==> src/rtl/stall_cnt_pkg.sv <==
// rtl/stall_cnt_pkg.sv - shared state encoding, default widths and saturating add for the stall counter collector
package stall_cnt_pkg;

    typedef enum logic [1:0] {
        IDLE = 2'd0,
        CLR  = 2'd1,
        WAIT = 2'd2,
        SEND = 2'd3
    } state_t;

    localparam int DEF_CNT_W = 32;
    localparam int SAT_MAX_W = 64;

    // Width-generic: operands are zero-extended, the result is clamped to 2^w-1.
    function automatic logic [SAT_MAX_W-1:0] sat_add(
        input logic [SAT_MAX_W-1:0] a,
        input logic [SAT_MAX_W-1:0] b,
        input int                   w
    );
        logic [SAT_MAX_W:0] sum;
        logic [SAT_MAX_W:0] lim;
        sum = {1'b0, a} + {1'b0, b};
        lim = ((SAT_MAX_W+1)'(1) << w) - (SAT_MAX_W+1)'(1);
        return (sum > lim) ? lim[SAT_MAX_W-1:0] : sum[SAT_MAX_W-1:0];
    endfunction

endpackage

==> src/rtl/stall_cnt_collector_snap.sv <==
// rtl/stall_cnt_collector_snap.sv - stall_snap_bank: one-cycle capture of all counters plus indexed read mux
module stall_snap_bank
    import stall_cnt_pkg::*;
#(
    parameter int NUM_OPS = 8,
    parameter int CNT_W   = DEF_CNT_W,
    parameter int IDX_W   = 4
) (
    input  logic                     clk,
    input  logic                     reset,
    input  logic                     cap_en,
    input  logic [NUM_OPS*CNT_W-1:0] cnt_in,
    input  logic [IDX_W-1:0]         rd_idx,
    output logic [CNT_W-1:0]         rd_data
);

    localparam int AW = (NUM_OPS > 1) ? $clog2(NUM_OPS) : 1;

    logic [CNT_W-1:0] snap_q [NUM_OPS];
    logic [CNT_W-1:0] snap_d [NUM_OPS];

    always_comb begin
        for (int i = 0; i < NUM_OPS; i++) begin
            snap_d[i] = cap_en ? cnt_in[i*CNT_W +: CNT_W] : snap_q[i];
        end
    end

    always_ff @(posedge clk or negedge reset) begin
        if (!reset) begin
            for (int i = 0; i < NUM_OPS; i++) snap_q[i] <= '0;
        end else begin
            for (int i = 0; i < NUM_OPS; i++) snap_q[i] <= snap_d[i];
        end
    end

    // Indices past the last operator (the total beat) read as zero.
    always_comb begin
        rd_data = '0;
        if (int'(rd_idx) < NUM_OPS) rd_data = snap_q[rd_idx[AW-1:0]];
    end

endmodule

==> src/rtl/stall_cnt_collector.sv <==
// rtl/stall_cnt_collector.sv - arms, waits for all operators done, snapshots and streams stall counters
// Optional trailing saturated-total beat: STALL_CNT_COLLECT_TOTAL_EN
module stall_cnt_collector
    import stall_cnt_pkg::*;
#(
    parameter int NUM_OPS = 8,
    parameter int CNT_W   = DEF_CNT_W
) (
    input  logic                          clk,
    input  logic                          reset,
    input  logic                          start,
    input  logic [NUM_OPS-1:0]            op_done,
    input  logic [NUM_OPS*CNT_W-1:0]      cnt_in,
    output logic                          clr_cnt,
    output logic                          busy,
    output logic                          m_valid,
    input  logic                          m_ready,
    output logic [CNT_W-1:0]              m_data,
    output logic [$clog2(NUM_OPS+1)-1:0]  m_idx,
    output logic                          m_last
);

    localparam int IDX_W = $clog2(NUM_OPS+1);
`ifdef STALL_CNT_COLLECT_TOTAL_EN
    localparam int NUM_BEATS = NUM_OPS + 1;
`else
    localparam int NUM_BEATS = NUM_OPS;
`endif
    localparam logic [IDX_W-1:0] LAST_IDX = IDX_W'(NUM_BEATS - 1);

    state_t             state_q, state_d;
    logic [NUM_OPS-1:0] done_mask_q, done_mask_d;
    logic [IDX_W-1:0]   idx_q, idx_d;
    logic               snap_en;
    logic [CNT_W-1:0]   rd_data;
`ifdef STALL_CNT_COLLECT_TOTAL_EN
    logic [CNT_W-1:0]   acc_q, acc_d;
`endif

    stall_snap_bank #(
        .NUM_OPS (NUM_OPS),
        .CNT_W   (CNT_W),
        .IDX_W   (IDX_W)
    ) u_snap (
        .clk     (clk),
        .reset   (reset),
        .cap_en  (snap_en),
        .cnt_in  (cnt_in),
        .rd_idx  (idx_q),
        .rd_data (rd_data)
    );

    always_ff @(posedge clk or negedge reset) begin
        if (!reset) begin
            state_q     <= IDLE;
            done_mask_q <= '0;
            idx_q       <= '0;
`ifdef STALL_CNT_COLLECT_TOTAL_EN
            acc_q       <= '0;
`endif
        end else begin
            state_q     <= state_d;
            done_mask_q <= done_mask_d;
            idx_q       <= idx_d;
`ifdef STALL_CNT_COLLECT_TOTAL_EN
            acc_q       <= acc_d;
`endif
        end
    end

    always_comb begin
        state_d     = state_q;
        done_mask_d = done_mask_q;
        idx_d       = idx_q;
        snap_en     = 1'b0;
        clr_cnt     = 1'b0;
        busy        = (state_q != IDLE);
        m_valid     = 1'b0;
        m_data      = '0;
        m_idx       = '0;
        m_last      = 1'b0;
`ifdef STALL_CNT_COLLECT_TOTAL_EN
        acc_d       = acc_q;
`endif
        case (state_q)
            IDLE: begin
                if (start) state_d = CLR;
            end
            CLR: begin
                clr_cnt     = 1'b1;
                done_mask_d = '0;
                state_d     = WAIT;
            end
            WAIT: begin
                done_mask_d = done_mask_q | op_done;
                // Decision uses the registered mask, so a dump starts two edges after the final done.
                if (&done_mask_q) begin
                    snap_en = 1'b1;
                    idx_d   = '0;
                    state_d = SEND;
`ifdef STALL_CNT_COLLECT_TOTAL_EN
                    acc_d   = '0;
`endif
                end
            end
            SEND: begin
                m_valid = 1'b1;
                m_idx   = idx_q;
                m_last  = (idx_q == LAST_IDX);
                m_data  = rd_data;
`ifdef STALL_CNT_COLLECT_TOTAL_EN
                if (idx_q == IDX_W'(NUM_OPS)) m_data = acc_q;
`endif
                if (m_ready) begin
                    idx_d = idx_q + 1'b1;
`ifdef STALL_CNT_COLLECT_TOTAL_EN
                    if (int'(idx_q) < NUM_OPS)
                        acc_d = CNT_W'(sat_add(SAT_MAX_W'(acc_q), SAT_MAX_W'(rd_data), CNT_W));
`endif
                    if (idx_q == LAST_IDX) state_d = IDLE;
                end
            end
            default: state_d = IDLE;
        endcase
    end

endmodule

==> config.mk <==
export PLATFORM = sky130hd
export DESIGN_NAME = stall_cnt_collector
export DESIGN_NICKNAME = d
export VERILOG_FILES = /design/src/rtl/stall_cnt_pkg.sv /design/src/rtl/stall_cnt_collector_snap.sv /design/src/rtl/stall_cnt_collector.sv
export SDC_FILE = /design/constraint.sdc
export NUM_CORES = 1
export LEC_CHECK = 0
export BUFFER_PORTS_ARGS = -buffer_cell sky130_fd_sc_hd__buf_4
export CAP_MARGIN = 10
export CORE_ASPECT_RATIO = 2
export CORE_MARGIN = 5
export CORE_UTILIZATION = 40
export CTS_BUF_LIST = sky130_fd_sc_hd__clkbuf_8
export DETAILED_ROUTE_END_ITERATION = 10
export GPL_TIMING_DRIVEN = 0
export PLACE_DENSITY = 0.72
export SLEW_MARGIN = 40
export SYNTH_ARGS = -nofsm -noshare
export SYNTH_HDL_FRONTEND = slang
export SYNTH_HIERARCHICAL = 1
export SYNTH_SLANG_ARGS = --single-unit
==> constraint.sdc <==
create_clock -name clk -period 4.99 [get_ports clk]
set_clock_uncertainty 0.1 [all_clocks]
set_input_delay 0.2495 -clock clk [delete_from_list [all_inputs] [get_ports clk]]
set_output_delay 0.2495 -clock clk [all_outputs]
set_load 0.03 [all_outputs]
# Word level (Yosys, flattened, before mapping)
# Index checks and enable logic that the tools add are counted.
# Widths: inputs -> output; s select.
# totals
reg_bits,270
latchBits,0
ram_bits,0
mem_bits_ro,0
input_bits,268
output_inout_bits,40
elab_cells,51
memories,0
# classes
n_addsub,1
multipliers,0
div,0
magnitude_cmp,2
eq_ne,8
n_shift,0
n_mux,20
n_bitwise,2
n_reduce_logical,7
# ops
cell,count
$mux 32,4
$bmux 32 s3,1
$pmux 8 s2,1
$mux 4,3
$mux 2,4
$ne 2x2->1 const B,4
$or 8x8->8,1
$pmux 2 s4,1
$pmux 4 s2,1
$reduce_and 8->1,1
$reduce_bool 2->1,3
$mux 1,5
$add 4x1->4 const B,1
$eq 2x2->1 const B,2
$eq 4x3->1 const B,1
$ge 4x4->1 const B,1
$lt 4x4->1 const B,1
$not 3->4,1
$reduce_and 4->1,1
$reduce_and 3->1,1
$eq 2x1->1 const B,1
$logic_not 2->1,1

# Longest topological paths before layout
# logic_depth
word_depth,6
ltp_mapped,7
depth_no_buf,6

# Cells and area by module
# Netlist, hierarchy kept.
# modules_own_cells
module,n_inst,cells_per_inst,area_per_inst_um2,seq_area_each_um2
stall_snap_bank,1,689,11492.3,6406.1
stall_cnt_collector,1,117,992.2,350.3

# Least setup slack after synthesis
# No wires, ideal clock.
# synth_path
path_type,flip-flop to flip-flop
start,reg state_q[0]
end,reg u_snap/snap_q[0] in the netlist's numbering
setup_ps,125
arrival_time_ps,1958
t_required_ps,4765
path_slack_ps,2807
path_stages_with_launch,8
path_buffers,2
period_less_slack_ps,2183
cell_sequence,dfrtp_1 -> inv_1 -> ha_1 -> inv_1 -> nor3_1 -> clkbuf_1 -> buf_2 -> mux2_2
# synth_via
elab_chain_len,2
# synth_lines
item,line,rtl
from (decl),stall_cnt_collector.sv:31,"state_t state_q, state_d;"
from (signal assigned),stall_cnt_collector.sv:62,state_q <= state_d;
$eq 2x2->1,stall_cnt_collector.sv:85,case (state_q)
$mux 1,stall_cnt_collector.sv:85,
net snap_en,stall_cnt_collector.sv:34,logic snap_en;
to (decl),stall_cnt_collector_snap.sv:19,logic [CNT_W-1:0] snap_q [NUM_OPS];
# The timed path passes the listed nets, and every way through them passes these cells.
# A chain may end at the register's enable or synchronous reset.

# Worst setup path in the final report
# layout_path
start,reg idx_q[2]
end,out m_data[19]
# layout_via
elab_chain_len,6
word_cells_on_any_way,7
cone_classes,1 x order compare; 5 x mux; 1 x bitwise
# layout_lines
item,line,rtl
from (decl),stall_cnt_collector.sv:33,"logic [IDX_W-1:0] idx_q, idx_d;"
from (signal assigned),stall_cnt_collector.sv:64,idx_q <= idx_d;
$not 3->4 (implied by the code),stall_cnt_collector_snap.sv:39,if (int'(rd_idx) < NUM_OPS) rd_data = snap_q[rd_idx[AW-1:0]];
$bmux 32 s3,stall_cnt_collector_snap.sv:39,
$mux 32 (implied by the code) (2 in series),stall_cnt_collector_snap.sv:39,
$mux 32 (*),stall_cnt_collector_snap.sv:39,
net rd_data[19],stall_cnt_collector.sv:35,logic [CNT_W-1:0] rd_data;
$mux 32 (*),stall_cnt_collector.sv:85,
to (decl),stall_cnt_collector.sv:18,"output logic [CNT_W-1:0] m_data,"
# Mark *: on every way through the listed nets, which the timed path passes. The rest lies on a longest branch. The select of a mux whose other input is x is not followed.

==> results.txt <==
----------------------------------------------------
[Clock tree]
  Buffer levels on the longest clock path ... 3
  Post-CTS setup buffer count ... 0
  CTS HTree Levels ... 2
  Reg clk slew, reported paths ... 0.07 ns
  Worst-Skew Late Latency ... 0.54 ns
  CTS Buf Count ... 40
  Root buffer cell ... sky130_fd_sc_hd__clkbuf_8
  TritonCTS sink count ... 270
  TritonCTS clock tree ... yes

[Synthesis]
  Post-synthesis sequential area ratio ... 0.541
  Share of synthesized registers carrying an async set or reset ... 1.00
  Most frequently used flop master after synthesis ... sky130_fd_sc_hd__dfrtp_1
  Synth Warn # ... 6
  Number of distinct standard cells referenced by the synthesized netlist ... 33
  Number of register bits inferred by synthesis ... 270
  Netlist Area Pre-Place ... 0.0125 mm^2
  Arithmetic-cell share of the synthesized area counting full adders, half adders and majority gates ... 0.00601
  Area share of xor/xnor cells in the synthesized design ... 0
  Synth Area in Compound Gates ... 0.0121
  Simple-Gate Fraction of Synth Area ... 0.0382
  Number of instances in the synthesized netlist ... 806
  Largest family of logic cells by synthesized area ... multiplexers
  Average size of a mapped cell ... 15.5 um^2
  Syn nets ... 1080
  Post-synth EDFFs ... 0
  Multiplexer share of the synthesized area ... 0.373

[STA]
  Final sum of negative setup slack ... 0 ns
  Final hold slack ... 0.0363 ns
  Final Setup Violations ... 0
  Time the worst path needs with I/O delays and setup ... 3.13 ns
  Max Fclk ... 319 MHz
  Transition time of the tightest slew-check pin ... 0.842 ns
  RSZ-0062 raised after global routing ... no
  Count of final max-slew check failures ... 0
  Relative max-transition margin ... 0.439
  Tcrit/Tclk final ... 0.628
  Final hold violations ... 0

[Critical path]
  Data required time of the critical path ... 4.64 ns
  Kind of start point of the critical path ... flop
  Category of the worst setup path capture point ... output pin
  Crit path DAT ... 2.78 ns
  Class of the most critical setup path ... reg -> out
  Setup slack of the worst register-to-register path ... 1.90 ns
  Highest net fanout along the worst path ... 10
  FF-to-FF Start ... state_q[0]$_DFFE_PN0P_
  Worst setup startpoint ... idx_q[2]$_DFFE_PN0P_

[Worst hold path]
  Min-delay worst type ... in -> reg
  Min-delay src ... start

[Final layout]
  Share of final-layout standard cells stronger than drive strength 1 ... 0.507
  # nets final ... 1699
  Area overhead of the layout relative to synthesis ... 52.2%
  Sequential cell area ... 0.00676 mm^2
  Area taken by multi-input logic gates ... 0.00537 mm^2
  FILL cells ... 2208

[Die]
  Die area ... 0.0351 mm^2
  Number of standard-cell rows in the floorplan ... 91
  Die Wd ... 135 um
  Initial core utilization ... 0.405
  CORE AREA ... 0.0309 mm^2
  Die boundary height ... 260 um
  Io pins ... 308

[Global routing]
  Overflow after GRT ... 0
  Wire length of the first global-routing pass ... 66.7 mm
  All-layer global routing usage ... 0.253
  Antenna violations before repair ... 13
  Pin count of the biggest net entering global routing ... 72
  Via count of the first global-routing pass ... 11600

[Power and ir drop]
  Static leakage power ... 9.01 nW
  Maximum resistive drop on vdd ... 0.000347 V
  Power density over the cells ... 382 mW/mm^2

[Outcome]
  Outcome ... completed

[Drt]
  Post-DR wirelength/cell ... 23.2 um
  Via density per instance ... 5.11
  Number of search-and-repair iterations in the first detailed-routing pass ... 4
  Drt first-iter violations ... 380
  DRC violation count after routing ... 0
  Via count ... 9645
  Detailed Route WL ... 43.9 mm
  Final antenna-violating net count ... 0

[Placed design]
  Routability-driven placement congestion ratio ... 0.802
  Number of port buffers ... 307
  Detailed placer's ending HPWL ... 28.8 mm

[Job]
  # Max-Cap Violations ... 0

----------------------------------------------------
==> per-layer routing <==
layer / up-vias / GRT usage / part of all wire
li1: 4210 / - / -
met1: 4904 / 0.262 / 0.34
met2: 392 / 0.474 / 0.56
met3: 139 / 0.0408 / 0.046
met4: 0 / 0.145 / 0.055
met5: - / 0 / 0
==> path summary, 6_finish.rpt <==
check                                                  to  cells past startpoint
min                                state_q[0]$_DFFE_PN0P_                      3
max in group asynchronous  u_snap/snap_q[207]$_DFFE_PN0P_                      4
min in group asynchronous   u_snap/snap_q[29]$_DFFE_PN0P_                      2
min reg2reg                u_snap/snap_q[117]$_DFFE_PN0P_                      1
max reg2reg                u_snap/snap_q[138]$_DFFE_PN0P_                      7
max                                            m_data[19]                      7
==> metrics by stage <==
| step | util | setup slack [ns] | std cells | total power [mW] | area (um^2) |
|---|---|---|---|---|---|
| CTS | 0.615 | 1.80 | 1873 | 7.26 | 19000 |
| global route | 0.616 | 1.70 | 1888 | 7.62 | 19000 |
| global placement | 0.496 | 1.28 | 1531 | 5.04 | 15300 |
| finish | 0.616 | 1.86 | 1888 | 7.26 | 19000 |
| detailed placement | 0.500 | 1.85 | 1535 | 5.12 | 15400 |
| floorplan | - | 2.81 | 806 | 4.32 | 12500 |
==> cells in the mapped netlist (2+ instances only) <==
cell,instances,area (um^2)
sky130_fd_sc_hd__buf_12,3,60.1
sky130_fd_sc_hd__nand4_2,2,25.0
sky130_fd_sc_hd__nor3_1,2,10.0
sky130_fd_sc_hd__buf_6,2,22.5
sky130_fd_sc_hd__nor2_1,44,165
sky130_fd_sc_hd__mux4_1,2,52.6
sky130_fd_sc_hd__nand2_1,3,11.3
sky130_fd_sc_hd__buf_2,35,175
sky130_fd_sc_hd__mux2i_1,33,330
sky130_fd_sc_hd__clkbuf_1,12,45.0
sky130_fd_sc_hd__and2_1,35,219
sky130_fd_sc_hd__inv_1,7,26.3
sky130_fd_sc_hd__mux2_2,256,2880
sky130_fd_sc_hd__buf_8,2,30.0
sky130_fd_sc_hd__a21oi_1,12,60.1
sky130_fd_sc_hd__a221o_1,2,20.0
sky130_fd_sc_hd__ha_1,6,75.1
sky130_fd_sc_hd__dfrtp_1,270,6760
sky130_fd_sc_hd__nor2b_1,3,18.8
sky130_fd_sc_hd__mux4_2,62,1400
==> repair_timing <==
item / in CTS / in global routing
hold endpoints to repair: 467 / 0
gates resized for setup: 0 / 0
hold buffers: 266 / 0
==> sequential cells by signal, indices dropped and copies added, names as in the netlist <==
| register | flops |
|---|---|
| done_mask_q | 8 |
| idx_q | 4 |
| state_q | 2 |
| u_snap/snap_q | 256 |
==> where the power goes <==
group          total [mW]  leakage [nW]  switching [mW]  internal, mW
Clock                1.96         0.495           0.892          1.07
Sequential           2.88          3.55           0.260          2.62
Combinational        2.41          4.96            1.14          1.27
==> area by class of cell <==
type | instances | share of cell area
Antenna cell | 15 | 0.00198
Buffer | 55 | 0.0177
Clock buffer | 54 | 0.0391
Clock inverter | 18 | 0.00685
Inverter | 7 | 0.00138
Multi-Input combinational cell | 474 | 0.282
Sequential cell | 270 | 0.356
Tap cell | 418 | 0.0275
Timing Repair Buffer | 577 | 0.268
==> critical path: stages, from the launching register on <==
cell                      delay [ns]
sky130_fd_sc_hd__dfrtp_1        0.43
sky130_fd_sc_hd__buf_2          0.33
sky130_fd_sc_hd__buf_2          0.43
sky130_fd_sc_hd__mux4_2         0.41
sky130_fd_sc_hd__mux2i_1        0.17
sky130_fd_sc_hd__nor2_1         0.06
sky130_fd_sc_hd__and2_1         0.21
sky130_fd_sc_hd__buf_4          0.17
==> kinds of logic (layout without fill, tap and decap cells) <==
family / after synthesis / in the layout
AOI/OAI and AO/OA: 22 / 22
muxes: 353 / 353
DFF: 270 / 270
and+or+nand+nor: 93 / 93
adders and majority gates: 6 / 6
other: 0 / 15
buffers and inverters: 62 / 711
==> cells in the final DEF (no fill, tap or decap), types with 6 or more instances in the layout <==
cell type / synthesis / layout
sky130_fd_sc_hd__a21oi_1: 12 / 12
sky130_fd_sc_hd__and2_1: 35 / 35
sky130_fd_sc_hd__buf_2: 35 / 35
sky130_fd_sc_hd__buf_4: 0 / 306
sky130_fd_sc_hd__clkbuf_1: 12 / 12
sky130_fd_sc_hd__clkbuf_8: 0 / 54
sky130_fd_sc_hd__dfrtp_1: 270 / 270
sky130_fd_sc_hd__diode_2: 0 / 15
sky130_fd_sc_hd__dlygate4sd3_1: 0 / 266
sky130_fd_sc_hd__ha_1: 6 / 6
sky130_fd_sc_hd__inv_1: 7 / 18
sky130_fd_sc_hd__mux2_2: 256 / 256
sky130_fd_sc_hd__mux2i_1: 33 / 33
sky130_fd_sc_hd__mux4_2: 62 / 62
sky130_fd_sc_hd__nor2_1: 44 / 44
Note: power is estimated with default switching activity, not from simulation.
